**config.mk**
```make
export PLATFORM = sky130hd
export DESIGN_NAME = id_stage_pipe
export DESIGN_NICKNAME = d
export VERILOG_FILES = /design/src/rtl/wisc_pkg.sv /design/src/rtl/rf_bypass.sv /design/src/rtl/id_stage_pipe.sv
export SDC_FILE = /design/constraint.sdc
export NUM_CORES = 1
export LEC_CHECK = 0
export ABC_AREA = 0
export CAP_MARGIN = 20
export CORE_MARGIN = 2
export CORE_UTILIZATION = 39
export CTS_BUF_LIST = sky130_fd_sc_hd__clkbuf_4
export DETAILED_ROUTE_END_ITERATION = 8
export GPL_ROUTABILITY_DRIVEN = 0
export MAX_ROUTING_LAYER = met4
export PLACE_DENSITY = 0.59
export SETUP_SLACK_MARGIN = 0.02
export SLEW_MARGIN = 20
export SYNTH_ARGS = -nofsm -noshare
export SYNTH_HDL_FRONTEND = slang
export SYNTH_SLANG_ARGS = --single-unit
```
**constraint.sdc**
```tcl
create_clock -name clk -period 4.35 [get_ports clk]
set_input_delay 0.6525 -clock clk [delete_from_list [all_inputs] [get_ports clk]]
set_output_delay 0.6525 -clock clk [all_outputs]
set_load 0.02 [all_outputs]
```
**src/rtl/wisc_pkg.sv**
```systemverilog
// Shared ISA constants and the ID/EX control payload for the decode stage.
package wisc_pkg;

  localparam int unsigned REG_AW   = 3;
  localparam int unsigned NUM_REGS = 8;
  localparam int unsigned OPC_W    = 5;

  localparam logic [OPC_W-1:0] OP_JR   = 5'b00101;
  localparam logic [OPC_W-1:0] OP_JAL  = 5'b00110;
  localparam logic [OPC_W-1:0] OP_JALR = 5'b00111;
  localparam logic [OPC_W-1:0] OP_STU  = 5'b10011;

  typedef struct packed {
    logic              reg_write;
    logic              mem_read;
    logic              mem_write;
    logic              link;
    logic [REG_AW-1:0] dst;
  } ex_ctl_t;

  // JAL and JALR both write the return address into the link register.
  function automatic logic is_link_op(input logic [OPC_W-1:0] op);
    return (op == OP_JAL) || (op == OP_JALR);
  endfunction

endpackage

```
**src/rtl/rf_bypass.sv**
```systemverilog
// 8-entry register file, two combinational reads, one write, optional write-first bypass.
module rf_bypass
  import wisc_pkg::*;
#(
  parameter int unsigned DATA_W = 16,
  parameter bit          FWD_EN = 1'b1
) (
  input  logic              clk,
  input  logic              rst,
  input  logic              we,
  input  logic [REG_AW-1:0] waddr,
  input  logic [DATA_W-1:0] wdata,
  input  logic [REG_AW-1:0] raddr_a,
  input  logic [REG_AW-1:0] raddr_b,
  output logic [DATA_W-1:0] rdata_a,
  output logic [DATA_W-1:0] rdata_b
);

  logic [DATA_W-1:0] regs [NUM_REGS];

  always_ff @(posedge clk) begin
    if (!rst) begin
      for (int i = 0; i < int'(NUM_REGS); i++) regs[i] <= '0;
    end else if (we) begin
      regs[waddr] <= wdata;
    end
  end

  // With FWD_EN a write landing this edge is already visible to the reader.
  always_comb begin
    rdata_a = regs[raddr_a];
    rdata_b = regs[raddr_b];
    if (FWD_EN && we && (waddr == raddr_a)) rdata_a = wdata;
    if (FWD_EN && we && (waddr == raddr_b)) rdata_b = wdata;
  end

endmodule

```
**src/rtl/id_stage_pipe.sv**
```systemverilog
// Instruction-decode stage: RF read, field/immediate/target decode, load-use stall, ID/EX register.
module id_stage_pipe
  import wisc_pkg::*;
#(
  parameter int unsigned       DATA_W   = 16,
  parameter logic [REG_AW-1:0] LINK_REG = 3'd7,
  parameter bit                FWD_EN   = 1'b1
) (
  input  logic              clk,
  input  logic              rst,
  input  logic              if_valid,
  input  logic [15:0]       if_instr,
  input  logic [DATA_W-1:0] if_pc,
  input  logic              ctl_reg_dst,
  input  logic              ctl_five_imm,
  input  logic              ctl_zero_ext,
  input  logic              ctl_reg_write,
  input  logic              ctl_mem_read,
  input  logic              ctl_mem_write,
  output logic              id_ready,
  input  logic              flush,
  input  logic              wb_we,
  input  logic [REG_AW-1:0] wb_reg,
  input  logic [DATA_W-1:0] wb_data,
  input  logic              ex_ready,
  output logic              ex_valid,
  output logic [DATA_W-1:0] ex_a,
  output logic [DATA_W-1:0] ex_b,
  output logic [DATA_W-1:0] ex_imm,
  output logic [DATA_W-1:0] ex_jtarget,
  output logic [DATA_W-1:0] ex_pc,
  output logic [REG_AW-1:0] ex_dst,
  output logic              ex_reg_write,
  output logic              ex_mem_read,
  output logic              ex_mem_write,
  output logic              ex_link,
  output logic              err
);

  logic [OPC_W-1:0]  opcode;
  logic [REG_AW-1:0] rs, rt, rd;
  logic              is_link, is_stu, short_target;
  logic [DATA_W-1:0] rd_a, rd_b;
  logic [DATA_W-1:0] imm_c, jtarget_c;
  ex_ctl_t           ctl_c;
  ex_ctl_t           ex_ctl_q;
  logic              hazard, stall, accept;

  assign opcode       = if_instr[15:11];
  assign rs           = if_instr[10:8];
  assign rt           = if_instr[7:5];
  assign rd           = if_instr[4:2];
  assign is_link      = is_link_op(opcode);
  assign is_stu       = (opcode == OP_STU);
  assign short_target = (opcode == OP_JR) || (opcode == OP_JALR);

  rf_bypass #(
    .DATA_W (DATA_W),
    .FWD_EN (FWD_EN)
  ) u_rf (
    .clk     (clk),
    .rst     (rst),
    .we      (wb_we),
    .waddr   (wb_reg),
    .wdata   (wb_data),
    .raddr_a (rs),
    .raddr_b (rt),
    .rdata_a (rd_a),
    .rdata_b (rd_b)
  );

  // Immediate and jump-target extension.
  always_comb begin
    if (ctl_five_imm) begin
      imm_c = ctl_zero_ext ? DATA_W'(if_instr[4:0])
                           : {{(DATA_W-5){if_instr[4]}}, if_instr[4:0]};
    end else begin
      imm_c = ctl_zero_ext ? DATA_W'(if_instr[7:0])
                           : {{(DATA_W-8){if_instr[7]}}, if_instr[7:0]};
    end
    jtarget_c = short_target ? {{(DATA_W-8){if_instr[7]}}, if_instr[7:0]}
                             : {{(DATA_W-11){if_instr[10]}}, if_instr[10:0]};
  end

  // Destination priority: link, then STU base, then I-format, then R/I select.
  always_comb begin
    ctl_c           = '0;
    ctl_c.reg_write = ctl_reg_write | is_link;
    ctl_c.mem_read  = ctl_mem_read;
    ctl_c.mem_write = ctl_mem_write;
    ctl_c.link      = is_link;
    if (is_link)           ctl_c.dst = LINK_REG;
    else if (is_stu)       ctl_c.dst = rs;
    else if (ctl_five_imm) ctl_c.dst = rt;
    else                   ctl_c.dst = ctl_reg_dst ? rd : rs;
  end

  // Conservative load-use check: both source fields compared whether used or not.
  assign hazard = ex_valid & ex_ctl_q.mem_read & ex_ctl_q.reg_write &
                  ((ex_ctl_q.dst == rs) | (ex_ctl_q.dst == rt));
  assign stall    = ex_valid & ~ex_ready;
  assign id_ready = rst & ~hazard & (~ex_valid | ex_ready);
  assign accept   = if_valid & id_ready & ~flush;

  always_ff @(posedge clk) begin
    if (!rst) begin
      ex_valid   <= 1'b0;
      ex_a       <= '0;
      ex_b       <= '0;
      ex_imm     <= '0;
      ex_jtarget <= '0;
      ex_pc      <= '0;
      ex_ctl_q   <= '0;
    end else if (flush) begin
      ex_valid <= 1'b0;
    end else if (stall) begin
      ex_valid <= 1'b1;
    end else if (hazard) begin
      ex_valid <= 1'b0;
    end else if (if_valid) begin
      ex_valid   <= 1'b1;
      ex_a       <= rd_a;
      ex_b       <= rd_b;
      ex_imm     <= imm_c;
      ex_jtarget <= jtarget_c;
      ex_pc      <= if_pc;
      ex_ctl_q   <= ctl_c;
    end else begin
      ex_valid <= 1'b0;
    end
  end

  always_ff @(posedge clk) begin
    if (!rst)                                        err <= 1'b0;
    else if (accept & ctl_mem_read & ctl_mem_write)  err <= 1'b1;
  end

  assign ex_dst       = ex_ctl_q.dst;
  assign ex_reg_write = ex_ctl_q.reg_write;
  assign ex_mem_read  = ex_ctl_q.mem_read;
  assign ex_mem_write = ex_ctl_q.mem_write;
  assign ex_link      = ex_ctl_q.link;

endmodule

```
==> impl_metrics.py <==
metrics = {
    "global_routing": {
        "grt_pass1_vias": 7222,
        "grt.total_usage_pct": 23.0,
        "grt_max_degree": 81,
        "antenna_found_initial": 1,
        "overflow": 0,
        "grt_pass1_wl_um": 46500,
    },
    "cts": {
        "cts.sinks": 200,
        "cts_root_buf": "clkbuf_4",
        "cts_hold_buffers": 0,
        "cts_tree": "done",
        "worstSkewPairLatency_ns": 0.61,
        "cts.htree.levels": 4,
        "post_cts_buffers": 0,
        "clock_path_buffers": 2,
        "clkTransAtPathRegs_ns": 0.16,
        "ctsResizeCount": 0,
        "cts_made_buffers": 17,
    },
    "placed_design": {
        "post-place-cells": 1263,
        "io_buffers": 152,
        "dpl_cell_area_um2": 12000,
        "place_ws_ns": 0.835,
        "dp_hpwl_um": 20200,
    },
    "logic_synthesis": {
        "synthTopCellsByArea": "edfxtp_1 (37%), dfxtp_1 (14%), mux4_2 (11%)",
        "syn_nets": 890,
        "synth_area_um2": 10300,
        "ys_ff_latch": 200,
        "synth_cell_types": 46,
        "netlist_instances": 827,
        "yosysMostFrequentCell": "and2_1",
        "synth_area_leader_cell": "edfxtp_1",
        "synthTopCellsByCount": "and2_1 (129), edfxtp_1 (128), nand2_1 (87)",
        "seq_area_frac_synth_pct": 51.5,
        "synth-edff-count": 128,
        "yosysWarnings": 0,
        "yosys.area.top_type_share_pct": 37.4,
        "syn_avg_cell_area_um2": 12.4,
        "synthArstFlopShare_pct": 0,
        "synth-main-ff-cell": "edfxtp_1",
    },
    "worst_setup_path": {
        "path_class": "input port to output pin",
        "crit_top_cell": "clkdlybuf4s50_1",
        "critPathCaptureType": "output pin",
        "crit_family": "buffers and inverters",
        "cp-startpoint": "if_instr[6]",
        "r2r_cells": 5,
        "crit_required_ns": 3.70,
        "cp_slowest_stage_delay_ns": 0.55,
        "startpoint_type": "input port",
        "crit_fanout": 14,
        "worst-path-buf-inv": 3,
        "path_cells": "clkdlybuf4s50_1, xnor2_1, nand4_1, nand2_1, buf_4, nor3_1, clkdlybuf4s50_1",
        "r2r-end": "ex_pc[12]$_SDFFE_PN0P_",
        "arrival_ns": 2.90,
        "slowest_stage": "clkdlybuf4s50_1",
        "ff2ff_setup_slack_ns": 1.85,
        "reg2reg_from": "ex_valid$_SDFF_PP0_",
    },
    "drt": {
        "dr.first_iter.drc_count": 749,
        "ant_nets": 0,
        "drtPass1Iterations": 5,
        "drc": 0,
        "vias": 7292,
        "avgViaCountPerCell": 5.63,
        "wl_per_cell_um": 23.9,
        "routed_wl_um": 31000,
    },
    "sta": {
        "setup_slack_ns": 0.795,
        "relSlewSlack_pct": 27.6,
        "post-route-period-util_pct": 81.7,
        "hold_viol": 0,
        "setup_viol": 0,
        "worstMarginPinSlew_ns": 1.07,
        "finalCriticalPeriod_ns": 3.55,
        "max_freq_ghz": 0.281,
        "rsz0062_at_grt": "false",
        "holdWs_ns": 0.469,
        "setup_tns_ns": 0,
        "skew_ns": 0.0219,
        "maxSlewViolCount": 0,
    },
    "power": {
        "ir_worst_vdd_mv": 0.173,
        "power.leakage_nw": 4.35,
        "fin_total_pwr_mw": 3.90,
        "power_density_nw_per_um2": 318,
    },
    "floorplan": {
        "fp.dieW_um": 166,
        "io_pins": 153,
        "start_util_pct": 39.5,
        "die_h_um": 166,
        "die_area_um2": 27600,
        "rows": 59,
        "core_area_um2": 26000,
    },
    "finish": {
        "drive_above_1_share_pct": 15.5,
        "nets": 1010,
        "fin_util_pct": 47.2,
        "fillers": 2342,
        "stdcell_area_um2": 12300,
        "finalNonFillerCells": 1296,
        "area_growth_pct": 19.5,
    },
    "run": {
        "drv_cap": 0,
    },
    "worst_hold_path": {
        "hold_class": "register to register",
        "min_from": "ex_pc[3]$_SDFFE_PN0P_",
        "worstHoldPathCells": 2,
        "min_to": "ex_pc[3]$_SDFFE_PN0P_",
    },
    "outcome": {
        "status": "complete, no violations",
    },
}
metal layers:
layer	track usage [%]	share of wire, %	vias up
li1	-	-	3324
met1	30.8	44	3611
met2	36.4	48	319
met3	4.24	6.3	38
met4	5.92	1.8	0
met5	-	0	-
worst register-to-register path: cells and delay by family (launching register included):
kind,cells,cell delay [ns]
muxes,1,0.22
DFF,1,0.36
and+or+nand+nor,3,1.49
buffers and inverters,1,0.36
area by class of cell:
cell class | count | area [um2] | area share, %
Tap cell | 335 | 419 | 3.41
Clock buffer | 18 | 135 | 1.10
Clock inverter | 14 | 149 | 1.21
Sequential cell | 200 | 5290 | 43.1
Antenna cell | 1 | 2.50 | 0.0204
Timing Repair Buffer | 185 | 1760 | 14.4
Multi-Input combinational cell | 542 | 4520 | 36.8
Inverter | 1 | 3.75 | 0.0306
state kept, by name, summed over array words and instances, names as in the netlist:
signal and cells:
u_rf.regs 128, ex_a 16, ex_b 16, ex_pc 16, ex_imm 9, ex_jtarget 6
ex_dst 3, err 1, ex_link 1, ex_mem_read 1, ex_mem_write 1, ex_reg_write 1
ex_valid 1
where the power goes:
group	switching [mW]	total (mW)	internal [mW]
clock	0.657	1.01	0.356
combinational	0.365	0.693	0.328
sequential	0.0644	2.20	2.13
total	1.09	3.90	2.82
placed cells by master, fill, tap and decap left out, types with 3 or more instances in the layout:
cell type	Yosys	layout
and4_1	3	3
and2_1	129	129
clkinv_4	0	3
a31oi_1	6	6
nand4_1	3	3
inv_2	1	3
o31ai_1	13	13
nand3b_1	3	3
nor3_1	7	7
o311ai_0	14	14
inv_6	0	4
a211oi_1	19	19
mux2_2	19	19
mux2i_1	72	72
nor2_1	9	8
nand2b_1	11	11
buf_2	10	3
dfxtp_1	72	72
nand3_1	3	3
a311oi_1	3	3
edfxtp_1	128	128
o21ai_0	20	17
nor2b_1	3	3
xnor2_1	12	12
o32ai_1	3	3
buf_4	27	33
nand2_1	87	87
mux4_2	51	51
o22ai_1	30	30
o21ai_1	0	3
clkdlybuf4s50_1	0	148
clkbuf_4	0	18
worst max-delay path by stage:
stage | end | slack [ns] | depth (start not counted)
after global routing | id_ready | 0.68 | 7
final | id_ready | 0.80 | 7
after global placement | id_ready | 0.82 | 7
after detailed placement | id_ready | 0.83 | 7
after floorplan | u_rf.regs[3][0]$_SDFFCE_PN0P_ | 1.61 | 4
after CTS | id_ready | 0.81 | 7
kinds of logic after synthesis:
group	after synthesis	synth area share [%]
AO/OA/AOI/OAI	115	7.77
XOR/XNOR	12	1.02
buffers and inverters	85	4.65
flip-flops	200	51.5
multiplexers	142	20.3
AND/OR/NAND/NOR	273	14.8
(Power assumes the default switching activity.)
